===== config.mk =====
export PLATFORM = sky130hd
export DESIGN_NAME = muldiv_sequencer
export DESIGN_NICKNAME = d
export VERILOG_FILES = /design/src/rtl/muldiv_sequencer.sv
export SDC_FILE = /design/constraint.sdc
export NUM_CORES = 1
export LEC_CHECK = 0
export ABC_AREA = 1
export CORE_ASPECT_RATIO = 1.1
export CORE_MARGIN = 3
export CORE_UTILIZATION = 41
export DETAILED_ROUTE_END_ITERATION = 10
export GPL_TIMING_DRIVEN = 0
export PLACE_DENSITY = 0.58
export SKIP_CTS_REPAIR_TIMING = 1
export SYNTH_ARGS = -nofsm -noshare
export SYNTH_HDL_FRONTEND = slang
export SYNTH_SLANG_ARGS = --single-unit

===== constraint.sdc =====
create_clock -name CLK -period 4.3 [get_ports CLK]
set_input_delay 0.86 -clock CLK [delete_from_list [all_inputs] [get_ports CLK]]
set_output_delay 0.86 -clock CLK [all_outputs]
set_load 0.05 [all_outputs]

===== src/rtl/muldiv_sequencer.sv =====
// muldiv_sequencer: multi-cycle HI/LO multiply/divide unit beside the EX stage.
// Latency: MULT/DIV family writes HI/LO WIDTH+1 edges after accept, Done the cycle after;
//          MTHI/MTLO write at the accept edge; MFHI/MFLO return data combinationally.
// Backpressure: Stall is raised combinationally for any HI/LO-class request while Busy;
//          EX must hold and re-present the request until Stall drops.
//
// Ports:
//   CLK, RST        clock (rising edge), asynchronous active-low reset
//   Start, Funct    request valid and R-format funct field
//   Rdata1, Rdata2  rs / rt operands
//   Stall, Busy     interlock back to the pipeline, sequencer not idle
//   Done            one-cycle pulse after a MULT/DIV result lands in HI/LO
//   MoveData        HI (MFHI) or LO (MFLO) on an accepted move-from, else 0
//   HI, LO          architectural HI/LO registers
module muldiv_sequencer #(
  parameter int WIDTH = 32
) (
  input  logic             CLK,
  input  logic             RST,
  input  logic             Start,
  input  logic [5:0]       Funct,
  input  logic [WIDTH-1:0] Rdata1,
  input  logic [WIDTH-1:0] Rdata2,
  output logic             Stall,
  output logic             Busy,
  output logic             Done,
  output logic [WIDTH-1:0] MoveData,
  output logic [WIDTH-1:0] HI,
  output logic [WIDTH-1:0] LO
);

  localparam int CW = (WIDTH > 1) ? $clog2(WIDTH) : 1;

  typedef enum logic [1:0] {
    IDLE = 2'd0,
    CALC = 2'd1,
    FIX  = 2'd2
  } state_t;

  state_t state, state_nxt;

  // Funct decode
  logic f_mfhi, f_mthi, f_mflo, f_mtlo, f_mul, f_div, f_signed, f_muldiv, f_class;
  assign f_mfhi   = (Funct == 6'h10);
  assign f_mthi   = (Funct == 6'h11);
  assign f_mflo   = (Funct == 6'h12);
  assign f_mtlo   = (Funct == 6'h13);
  assign f_mul    = (Funct == 6'h18) || (Funct == 6'h19);
  assign f_div    = (Funct == 6'h1A) || (Funct == 6'h1B);
  assign f_signed = (Funct == 6'h18) || (Funct == 6'h1A);
  assign f_muldiv = f_mul || f_div;
  assign f_class  = f_muldiv || f_mfhi || f_mthi || f_mflo || f_mtlo;

  // State registers
  logic [CW-1:0]    cnt;
  logic [WIDTH-1:0] acc_hi;   // product high half / partial remainder
  logic [WIDTH-1:0] acc_lo;   // multiplier being shifted out / dividend-to-quotient
  logic [WIDTH-1:0] opb;      // multiplicand or divisor magnitude
  logic             is_div;
  logic             neg_res;  // negate product or quotient in FIX
  logic             neg_rem;  // negate remainder in FIX
  logic [WIDTH-1:0] hi_q, lo_q;
  logic             done_q;

  // Operand magnitudes for the signed forms
  logic             a_neg, b_neg, b_zero;
  logic [WIDTH-1:0] a_mag, b_mag;
  assign a_neg  = f_signed && Rdata1[WIDTH-1];
  assign b_neg  = f_signed && Rdata2[WIDTH-1];
  assign b_zero = (Rdata2 == '0);
  assign a_mag  = a_neg ? (-Rdata1) : Rdata1;
  assign b_mag  = b_neg ? (-Rdata2) : Rdata2;

  // Multiply step: conditional add of the multiplicand into the high half,
  // then shift the whole {carry, high, low} accumulator right by one.
  logic [WIDTH:0]   mul_sum, mul_add;
  logic [WIDTH-1:0] mul_hi_nxt, mul_lo_nxt;
  assign mul_sum    = {1'b0, acc_hi} + {1'b0, opb};
  assign mul_add    = acc_lo[0] ? mul_sum : {1'b0, acc_hi};
  assign mul_hi_nxt = mul_add[WIDTH:1];
  assign mul_lo_nxt = {mul_add[0], acc_lo[WIDTH-1:1]};

  // Restoring divide step: shift the next dividend bit into the remainder and
  // subtract the divisor if it fits. The remainder is always below the divisor,
  // so the difference fits back into WIDTH bits.
  logic [WIDTH:0]   rem_sh;
  logic             rem_ge;
  logic [WIDTH-1:0] rem_sub, div_hi_nxt, div_lo_nxt;
  assign rem_sh     = {acc_hi, acc_lo[WIDTH-1]};
  assign rem_ge     = (rem_sh >= {1'b0, opb});
  assign rem_sub    = rem_sh[WIDTH-1:0] - opb;
  assign div_hi_nxt = rem_ge ? rem_sub : rem_sh[WIDTH-1:0];
  assign div_lo_nxt = {acc_lo[WIDTH-2:0], rem_ge};

  // Sign correction applied on the way into HI/LO
  logic [2*WIDTH-1:0] prod, prod_fix;
  logic [WIDTH-1:0]   q_fix, r_fix, fix_hi, fix_lo;
  assign prod     = {acc_hi, acc_lo};
  assign prod_fix = neg_res ? (-prod) : prod;
  assign q_fix    = neg_res ? (-acc_lo) : acc_lo;
  assign r_fix    = neg_rem ? (-acc_hi) : acc_hi;
  assign fix_hi   = is_div ? r_fix : prod_fix[2*WIDTH-1:WIDTH];
  assign fix_lo   = is_div ? q_fix : prod_fix[WIDTH-1:0];

  // FSM state register
  always_ff @(posedge CLK or negedge RST) begin
    if (!RST) state <= IDLE;
    else      state <= state_nxt;
  end

  // FSM next state and combinational outputs
  always_comb begin
    state_nxt = state;
    Busy      = (state != IDLE);
    Stall     = 1'b0;
    MoveData  = '0;
    case (state)
      IDLE: begin
        if (Start && f_muldiv) state_nxt = CALC;
        if (Start && f_mfhi)   MoveData  = hi_q;
        if (Start && f_mflo)   MoveData  = lo_q;
      end
      CALC: begin
        Stall = Start && f_class;
        if (cnt == CW'(WIDTH - 1)) state_nxt = FIX;
      end
      FIX: begin
        Stall     = Start && f_class;
        state_nxt = IDLE;
      end
      default: state_nxt = IDLE;
    endcase
  end

  // Datapath and HI/LO
  always_ff @(posedge CLK or negedge RST) begin
    if (!RST) begin
      cnt     <= '0;
      acc_hi  <= '0;
      acc_lo  <= '0;
      opb     <= '0;
      is_div  <= 1'b0;
      neg_res <= 1'b0;
      neg_rem <= 1'b0;
      hi_q    <= '0;
      lo_q    <= '0;
      done_q  <= 1'b0;
    end else begin
      done_q <= (state == FIX);
      case (state)
        IDLE: begin
          if (Start && f_muldiv) begin
            cnt     <= '0;
            acc_hi  <= '0;
            acc_lo  <= f_mul ? b_mag : a_mag;
            opb     <= f_mul ? a_mag : b_mag;
            is_div  <= f_div;
            // Divide by zero leaves the all-ones quotient unnegated; the
            // remainder path then reproduces the raw dividend.
            neg_res <= (a_neg ^ b_neg) && !(f_div && b_zero);
            neg_rem <= f_div && a_neg;
          end else if (Start && f_mthi) begin
            hi_q <= Rdata1;
          end else if (Start && f_mtlo) begin
            lo_q <= Rdata1;
          end
        end
        CALC: begin
          cnt <= cnt + 1'b1;
          if (is_div) begin
            acc_hi <= div_hi_nxt;
            acc_lo <= div_lo_nxt;
          end else begin
            acc_hi <= mul_hi_nxt;
            acc_lo <= mul_lo_nxt;
          end
        end
        FIX: begin
          hi_q <= fix_hi;
          lo_q <= fix_lo;
        end
        default: ;
      endcase
    end
  end

  assign HI   = hi_q;
  assign LO   = lo_q;
  assign Done = done_q;

endmodule


==> metrics.md, run 1 <==
| Metric | Value |
|---|---|
| Status | `completed` |
| Top cells by area, synth | `dfrtp_1, nand2_1, nand3_1, nor2_1, inv_1` |
| Final hold vios | `0` |
| Mapped Cells | `3,338` |
| Via density | `5.753` |
| Peak VDD IR | `0.4496 mV` |
| Arr. time, crit path | `3.24 ns` |
| Min Tclk post-route | `4.105 ns` |
| Worst endpoint required time | `3.44 ns` |
| DRC Markers | `0` |
| Syn Area/Cell | `5.681 um^2` |
| Post-synthesis sequential area ratio | `22.57%` |
| Wirelength, routed | `97,150 um` |
| Max_cap viols | `0` |
| # rows | `82` |
| Worst-skew pair later-pin latency | `0.48 ns` |
| Asr flop ratio synth | `100.0%` |
| Number of enable flip-flop cells after synthesis | `0` |
| CP endpoint kind | `output port` |
| Commonest non-fill, non-tap cell in the layout | `nand2_1` |
| Total CTS buffers | `17` |
| Synthesis Warnings | `0` |
| Register area | `4279 um^2` |
| Multi-input gate area | `12,540 um^2` |
| Worst-path clk slew | `0.08 ns` |
| Total Neg Setup Slack | `0 ns` |
| Layout cell share with drive strength beyond 1 | `4.856%` |
| Syn nets | `3,486` |
| Core area | `45,660 um^2` |
| Largest net degree at the start of global routing | `102` |
| DR pass1 iterations | `7` |
| Initial core utilization | `41.53%` |
| Die area | `48,870 um^2` |
| Max Fclk | `0.2436 GHz` |
| Post-DRT Antenna Nets | `0` |
| GRT Total Usage | `38.69%` |
| Grt ovf | `0` |
| Final Util | `47.99%` |
| RSZ-0062 raised after global routing | `false` |
| Synth Register Bits | `171` |
| Synth Cell Area | `18,960 um^2` |
| Rel. slew slack | `17.00%` |
| Boundary pin count | `172` |
| PortBufs | `171` |
| Skew final | `0.01539 ns` |
| Fin crit share | `95.46%` |
| Worst hold path type | `input pin to async pin` |
| CTS tree | `yes` |
| Clock Sink Count | `171` |
| Fillers | `4,972` |
| CTS H-tree depth | `4` |
| Nets | `3,677` |
| Clock Tree Buf Depth | `2` |
| Leading area contributor after synthesis | `dfrtp_1` |
| Most frequent cells in the layout | `nand2_1, nor2_1, inv_1` |
| Initial antenna violation count | `3` |
| Vias in the first global route | `21,639` |
| Synthesis-to-layout area growth | `15.53%` |
| Total Power | `18.59 mW` |
| Worst Hold Slack | `0.3602 ns` |
| PD cells | `848.6 nW/um^2` |
| Startpoint Class | `input pin` |
| Via count | `23,758` |
| Initial DRC count | `3,012` |
| Synth unique cells | `48` |
| Final worst slack | `0.1954 ns` |
| Pre-CTS WS | `-0.4553 ns` |
| DPL Wire Length | `80,380 um` |
| Root buf cell | `clkbuf_16` |
| Max Slew Vio Count | `0` |
| Ant. Diodes | `0` |
| Worst Tran Pin Value | `1.232 ns` |
| CP Max Fanout | `10` |
| Die Ht | `231.6 um` |
| Post-synth top flop | `dfrtp_1` |
| First-pass GRT wire length | `139,900 um` |
| Gp weighted congestion | `1.052` |
| Area fraction of the dominant cell type after synthesis | `22.57%` |
| WS Path Type | `input pin to output port` |
| Wire per inst | `23.52 um` |
| Leakage | `10.85 nW` |
| Final Setup Violations | `0` |
| Die X | `211.1 um` |
==> layout make-up <==
| cell class | instances | area share [%] |
|---|---|---|
| sequential | 171 | 19.53 |
| multi-input combinational | 2620 | 57.25 |
| tap | 588 | 3.358 |
| clock inverter | 15 | 0.8167 |
| inverter | 430 | 7.367 |
| timing repair buffer | 172 | 7.299 |
| clock buffer | 17 | 1.942 |
| buffer | 117 | 2.439 |
==> power breakdown <==
group / leakage (nW) / internal, mW / switching (mW)
Clock: 0.290 / 0.783 / 0.845
Combinational: 8.54 / 3.86 / 9.40
Sequential: 2.03 / 2.36 / 1.34
Total: 10.9 / 7.01 / 11.6
==> cells in the mapped netlist (all sizes together), types with 9 or more instances <==
master and number:
nand2 1029, o211ai 26, buf 51, nor2 455
a31oi 29, inv 426, nand3b 20, nand3 372
clkbuf 66, o21ai 173, or2 14, nand4 39
ha 73, nor3 28, a22oi 10, o22ai 9
dfrtp 171, a21oi 265, xnor2 9, xor2 46
==> flip-flops by register name (all words and copies together) (netlist names), 2 cells and up <==
signal  count
LO         32
acc_lo     32
state       2
HI         32
opb        32
acc_hi     32
cnt         5
==> path summary, 6_finish.rpt <==
path                          endpoint  slack [ns]  depth (start not counted)      start
min in group CLK                LO[18]        0.52                          2     LO[18]
hold reg to reg                 LO[18]        0.52                          2     LO[18]
setup reg to reg                HI[12]        0.23                         14  acc_lo[0]
max in group asynchronous      opb[20]        3.04                          2        RST
hold / removal                  LO[26]        0.36                          1        RST
setup / recovery           MoveData[9]        0.20                         13   Funct[4]
==> worst max-delay path, stage by stage <==
cell and delay (ns):
clkdlybuf4s50_1 0.45, inv_1 0.04, nor2_2 0.22, inv_2 0.06
nor2_1 0.13, inv_1 0.15, nor2_1 0.15, nand2_1 0.14
inv_1 0.19, buf_2 0.26, nand2_1 0.08, a21oi_1 0.18
clkbuf_2 0.32
==> cells by family after synthesis <==
family	synth area share [%]
simple gates	43.55
buf+inv	11.30
compound gates	15.02
flops	22.57
fa+ha+maj	5.028
xor+xnor	2.540
==> routing by layer <==
metal	share of wire, %	track usage [%]
met1	40	49.12
met2	44	60.41
met3	10	9.950
met4	6.1	20.56
met5	0.013	0
==> through the flow <==
stage                     cells  instance area, um^2
after floorplan            3338                18960
after global placement     4097                21410
after detailed placement   4098                21440
after CTS                  4130                22050
after global routing       4130                21910
final                      4130                21910
Note: power is estimated with default switching activity, not from simulation.
==> inputs of run 2 (changes only) <==
--- a/config.mk
+++ b/config.mk
@@ -6,12 +6,14 @@
 export NUM_CORES = 1
 export LEC_CHECK = 0
 export ABC_AREA = 1
+export CELL_PAD_IN_SITES_DETAIL_PLACEMENT = 0
+export CELL_PAD_IN_SITES_GLOBAL_PLACEMENT = 2
 export CORE_ASPECT_RATIO = 1.1
 export CORE_MARGIN = 3
-export CORE_UTILIZATION = 41
+export CORE_UTILIZATION = 33
 export DETAILED_ROUTE_END_ITERATION = 10
 export GPL_TIMING_DRIVEN = 0
-export PLACE_DENSITY = 0.58
+export PLACE_DENSITY = 0.85
 export SKIP_CTS_REPAIR_TIMING = 1
 export SYNTH_ARGS = -nofsm -noshare
 export SYNTH_HDL_FRONTEND = slang
==> run 2 against run 1 <==
Compared with the run above: global-route usage decreased by 5.1 points; final cell count is 3.8% higher; register-to-register slack improved by 0.39 ns; clock power up 7%; wire length is 6.6% higher; sequential power rose by 4%; worst setup slack improved by 0.0048 ns; worst hold slack got worse by 0.032 ns; fmax grew 0.12%; die area grew 24%; combinational power about the same; via count fell by 0.68%.
==> metrics.md, run 2 (synthesized netlist as in run 1, its figures left out) <==
| Metric | Value |
|---|---|
| Status | `completed` |
| Critical R2R Launch | `acc_lo[0]` |
| Boundary pin count | `172 (unchanged)` |
| Startpoint Class | `input pin` |
| Largest net degree at the start of global routing | `109 (+6.9%)` |
| Grt ovf | `0 (unchanged)` |
| Max Slew Vio Count | `0 (unchanged)` |
| Initial DRC count | `2,595 (-14%)` |
| Clock Tree Buf Depth | `2 (unchanged)` |
| WS Path Type | `input pin to output port` |
| # rows | `91 (+11%)` |
| Most frequent cells in the layout | `nand2_1, nor2_1, inv_1` |
| Initial antenna violation count | `2 (-1)` |
| Max Fclk | `0.2439 GHz (+0.12%)` |
| First-pass GRT wire length | `147,600 um (+5.5%)` |
| DR pass1 iterations | `5 (-2)` |
| CTS tree | `yes` |
| Final Setup Violations | `0 (unchanged)` |
| Via density | `5.507 (-4.3%)` |
| Rel. slew slack | `26.24% (+9.2 points)` |
| Synthesis-to-layout area growth | `17.73%` |
| Initial core utilization | `33.58% (-8.0 points)` |
| Post-DRT Antenna Nets | `0 (unchanged)` |
| DRC Markers | `0 (unchanged)` |
| Worst R2R Setup Slack | `0.62 ns (+0.39 ns)` |
| Worst-path clk slew | `0.07 ns (about the same)` |
| Skew final | `0.01193 ns (-0.003458 ns)` |
| Max_cap viols | `0 (unchanged)` |
| Ant. Diodes | `0 (unchanged)` |
| Critical R2R Capture | `HI[6]` |
| Gp weighted congestion | `1.039 (-1.3%)` |
| Worst hold path type | `input pin to async pin` |
| Min Tclk post-route | `4.100 ns (-0.004796 ns)` |
| Final hold vios | `0 (unchanged)` |
| Final cell count without fillers | `4,285 (+3.8%)` |
| FF-to-FF path depth | `14 (unchanged)` |
| Root buf cell | `clkbuf_16` |
| Arr. time, crit path | `3.24 ns (about the same)` |
| DPL Wire Length | `87,300 um (+8.6%)` |
| Worst endpoint required time | `3.44 ns (about the same)` |
| Total Neg Setup Slack | `0 ns (unchanged)` |
| Pre-CTS WS | `-0.4021 ns (+0.05327 ns)` |
| Leakage | `11.32 nW (+4.3%)` |
| Nets | `3,677 (unchanged)` |
| Wirelength, routed | `103,600 um (+6.6%)` |
| Placement Cell Area | `21,640 um^2 (+0.91%)` |
| Commonest non-fill, non-tap cell in the layout | `nand2_1` |
| Die Ht | `257.4 um (+11%)` |
| PD cells | `853.8 nW/um^2 (+0.61%)` |
| Worst Hold Slack | `0.3283 ns (-0.03186 ns)` |
| Vias in the first global route | `21,387 (-1.2%)` |
| Clock Sink Count | `171 (unchanged)` |
| Total CTS buffers | `17 (unchanged)` |
| Die X | `234.6 um (+11%)` |
| Total Power | `19.06 mW (+2.5%)` |
| GRT Total Usage | `33.57% (-5.1 points)` |
| CP Max Fanout | `10 (unchanged)` |
| Finished Cell Area | `22,330 um^2 (+1.9%)` |
| Worst Tran Pin Value | `1.095 ns (-0.1372 ns)` |
| DP Cell Count | `4,254 (+3.8%)` |
| Fin crit share | `95.34% (-0.11 points)` |
| Wire per inst | `24.18 um (+2.8%)` |
| Layout cell share with drive strength beyond 1 | `4.095% (-0.76 points)` |
| Peak VDD IR | `0.2975 mV (-34%)` |
| Worst-skew pair later-pin latency | `0.47 ns (about the same)` |
| CP endpoint kind | `output port` |
| Core area | `56,470 um^2 (+24%)` |
| Final Util | `39.53% (-8.5 points)` |
| Die area | `60,380 um^2 (+24%)` |
| PortBufs | `171 (unchanged)` |
| CTS H-tree depth | `4 (unchanged)` |
| Final worst slack | `0.2002 ns (+0.004796 ns)` |
| Via count | `23,597 (-0.68%)` |
[run 2: cell types whose count changed in the layout (fill, tap and decap cells not counted), moves of 2 or more]
cell	before	now
inv_8	3	1
clkbuf_2	34	9
dlymetal6s2s_1	2	28
bufinv_16	0	4
clkinv_8	6	0
[run 2: worst max path at each step]
stage | from | to | depth (start not counted)
2_1_floorplan | Funct[4] | MoveData[11] | 11
3_3_place_gp | RST | opb[20] | 1
3_5_place_dp | Funct[4] | MoveData[28] | 13
4_1_cts | Funct[4] | MoveData[28] | 13
5_1_grt | Funct[4] | MoveData[5] | 13
6_report | Funct[4] | MoveData[5] | 13
[run 2: metal layers]
layer | track usage (%) | wire length, um | vias up
met1 | 50.23 | 47860 | 11272
li1 | - | - | 11145
met5 | 0 | 12 | -
met3 | 4.329 | 8159 | 113
met4 | 10.77 | 3496 | 2
met2 | 49.49 | 44070 | 1065
[run 2: power by group]
group	internal, mW	total [mW]	switching [mW]	leakage, nW
clock network	0.991	1.75	0.763	0.304
logic	3.88	13.5	9.59	8.99
registers	2.36	3.84	1.48	2.03
[run 2: cell type report]
class                   count  area, um^2
fillers                  6391       34150
clock buffers              18       439.2
well taps                 744       930.9
clock inverters            13       191.4
plain buffers             117       534.3
multi-input cells        2620       12540
flip-flops and latches    171        4279
repair buffers            172        1794
inverters                 430        1614
[run 2: worst max-delay path, stage by stage]
cell,delay (ns)
clkdlybuf4s50_1,0.45
inv_1,0.05
nor2_2,0.22
inv_2,0.06
nor2_1,0.13
inv_1,0.09
nor2_1,0.13
nand2_1,0.08
inv_1,0.19
buf_2,0.27
nand2_1,0.08
a21oi_1,0.15
dlymetal6s2s_1,0.46
==> inputs of run 3 (changes only) <==
--- a/config.mk
+++ b/config.mk
@@ -14,6 +14,7 @@
 export DETAILED_ROUTE_END_ITERATION = 10
 export GPL_TIMING_DRIVEN = 0
 export PLACE_DENSITY = 0.85
+export REMOVE_ABC_BUFFERS = 1
 export SKIP_CTS_REPAIR_TIMING = 1
 export SYNTH_ARGS = -nofsm -noshare
 export SYNTH_HDL_FRONTEND = slang
==> run 3 against run 2 <==
Compared with the run above: combinational power decreased by 6%; sequential cell count unchanged; clock skew increased by 0.0085 ns; register-to-register slack got worse by 0.49 ns; first-iteration DRC count decreased by 12%; via count decreased by 3.6%; clock power decreased by 5%; critical endpoint is now acc_hi[10].
==> metrics.md, run 3 (synthesized netlist as in run 1, its figures left out) <==
| Metric | Value |
|---|---|
| Grt ovf | `0 (unchanged)` |
| Status | `completed` |
| Arr. time, crit path | `4.57 ns (+1.33 ns)` |
| Final Util | `38.97% (-0.56 points)` |
| Initial core utilization | `33.58% (unchanged)` |
| GRT Total Usage | `30.77% (-2.8 points)` |
| PD cells | `825.8 nW/um^2 (-3.3%)` |
| Max_cap viols | `0 (unchanged)` |
| Final worst slack | `0.1296 ns (-0.07063 ns)` |
| Fin crit share | `96.99% (+1.6 points)` |
| Final hold vios | `0 (unchanged)` |
| Rel. slew slack | `12.38% (-14 points)` |
| Max Slew Vio Count | `0 (unchanged)` |
| Largest net degree at the start of global routing | `88 (-19%)` |
| Post-DRT Antenna Nets | `0 (unchanged)` |
| Boundary pin count | `172 (unchanged)` |
| Skew final | `0.02040 ns (+0.008468 ns)` |
| CP bufs+invs | `3 (-4)` |
| Placement Cell Area | `21,300 um^2 (-1.6%)` |
| Worst Hold Slack | `0.4034 ns (+0.07506 ns)` |
| Register area | `4285 um^2 (+0.15%)` |
| Core area | `56,470 um^2 (unchanged)` |
| DR pass1 iterations | `9 (+4)` |
| Worst Tran Pin Value | `1.313 ns (+0.2180 ns)` |
| Finished Cell Area | `22,010 um^2 (-1.4%)` |
| Final cell count without fillers | `4,177 (-2.5%)` |
| Ant. Diodes | `0 (unchanged)` |
| CTS tree | `yes` |
| Worst-skew pair later-pin latency | `0.48 ns (about the same)` |
| Total Power | `18.17 mW (-4.7%)` |
| Min Tclk post-route | `4.170 ns (+0.07063 ns)` |
| Vias in the first global route | `21,782 (+1.8%)` |
| Initial antenna violation count | `1 (-1)` |
| Wire per inst | `22.54 um (-6.8%)` |
| Slowest CP cell | `nor2_2` |
| Most frequent cells in the layout | `nand2_1, nor2_1, inv_1` |
| Crit-path cells | `inv_1 -> ha_2 -> inv_2 -> nor2_2 -> inv_1 -> a21oi_1 -> nand3_1 -> o21ai_1` |
| Layout cell share with drive strength beyond 1 | `3.729% (-0.37 points)` |
| Via count | `22,753 (-3.6%)` |
| Worst-path clk slew | `0.08 ns (about the same)` |
| CTS H-tree depth | `4 (unchanged)` |
| PortBufs | `171 (unchanged)` |
| Most frequent CP cell | `inv_1` |
| Synthesis-to-layout area growth | `16.05%` |
| Startpoint Class | `flip-flop` |
| Leakage | `11.16 nW (-1.4%)` |
| WS Path Type | `flip-flop to flip-flop` |
| Fillers | `6,297 (-1.5%)` |
| Die area | `60,380 um^2 (unchanged)` |
| Wirelength, routed | `94,160 um (-9.1%)` |
| Clock Sink Count | `171 (unchanged)` |
| CP Max Fanout | `41 (+31)` |
| First-pass GRT wire length | `139,300 um (-5.6%)` |
| Via density | `5.447 (-1.1%)` |
| Nets | `3,568 (-3.0%)` |
| Worst hold path type | `input pin to async pin` |
| DP Cell Count | `4,144 (-2.6%)` |
| Peak VDD IR | `0.4595 mV (+54%)` |
| Max Fclk | `0.2398 GHz (-1.7%)` |
| Clock Tree Buf Depth | `2 (unchanged)` |
| Total CTS buffers | `17 (unchanged)` |
| Root buf cell | `clkbuf_16` |
| Multi-input gate area | `12,580 um^2 (+0.28%)` |
| Die Ht | `257.4 um (unchanged)` |
| DRC Markers | `0 (unchanged)` |
| DPL Wire Length | `75,420 um (-14%)` |
| Worst endpoint required time | `4.70 ns (+1.26 ns)` |
| Final Setup Violations | `0 (unchanged)` |
| Commonest non-fill, non-tap cell in the layout | `nand2_1` |
| Gp weighted congestion | `0.9885 (-4.9%)` |
| Initial DRC count | `2,272 (-12%)` |
| CP max stage delay | `0.92 ns (+0.46 ns)` |
| Die X | `234.6 um (unchanged)` |
| RSZ-0062 raised after global routing | `false` |
| CP endpoint kind | `flip-flop` |
| Total Neg Setup Slack | `0 ns (unchanged)` |
| Pre-CTS WS | `-0.6119 ns (-0.2098 ns)` |
| # rows | `91 (unchanged)` |
| Crit-path leading delay family | `buffers and inverters` |
==> run 3: per-layer routing <==
layer	routed length [um]	vias up	GRT usage, %
met5	0	-	0
met4	4909	0	14.40
met3	5729	136	4.041
met2	43510	859	50.01
met1	40000	10826	40.26
li1	-	10932	-
==> run 3: cell type report <==
cell class,count,share of cell area [%]
Clock buffer,18,1.950
Clock inverter,14,0.7733
Inverter,430,7.414
Multi-Input combinational cell,2620,57.15
Sequential cell,171,19.47
Tap cell,744,4.230
Timing Repair Buffer,179,8.972
Timing Repair inverter,1,0.03411
==> run 3: final timing paths <==
kind                          start         end  slack (ns)  cells after the start
max                        state[1]  acc_hi[10]        0.13                      8
min                             RST      LO[16]        0.40                      1
max reg2reg                state[1]  acc_hi[10]        0.13                      8
min reg2reg                  cnt[0]      cnt[0]        0.51                      1
max in group asynchronous       RST      is_div        2.93                      2
min in group CLK             cnt[0]      cnt[0]        0.51                      1
==> run 3: power breakdown <==
part           switching [mW]  internal (mW)
clock                   0.825          0.835
sequential               1.40           2.37
combinational            9.01           3.74
total                    11.2           6.94
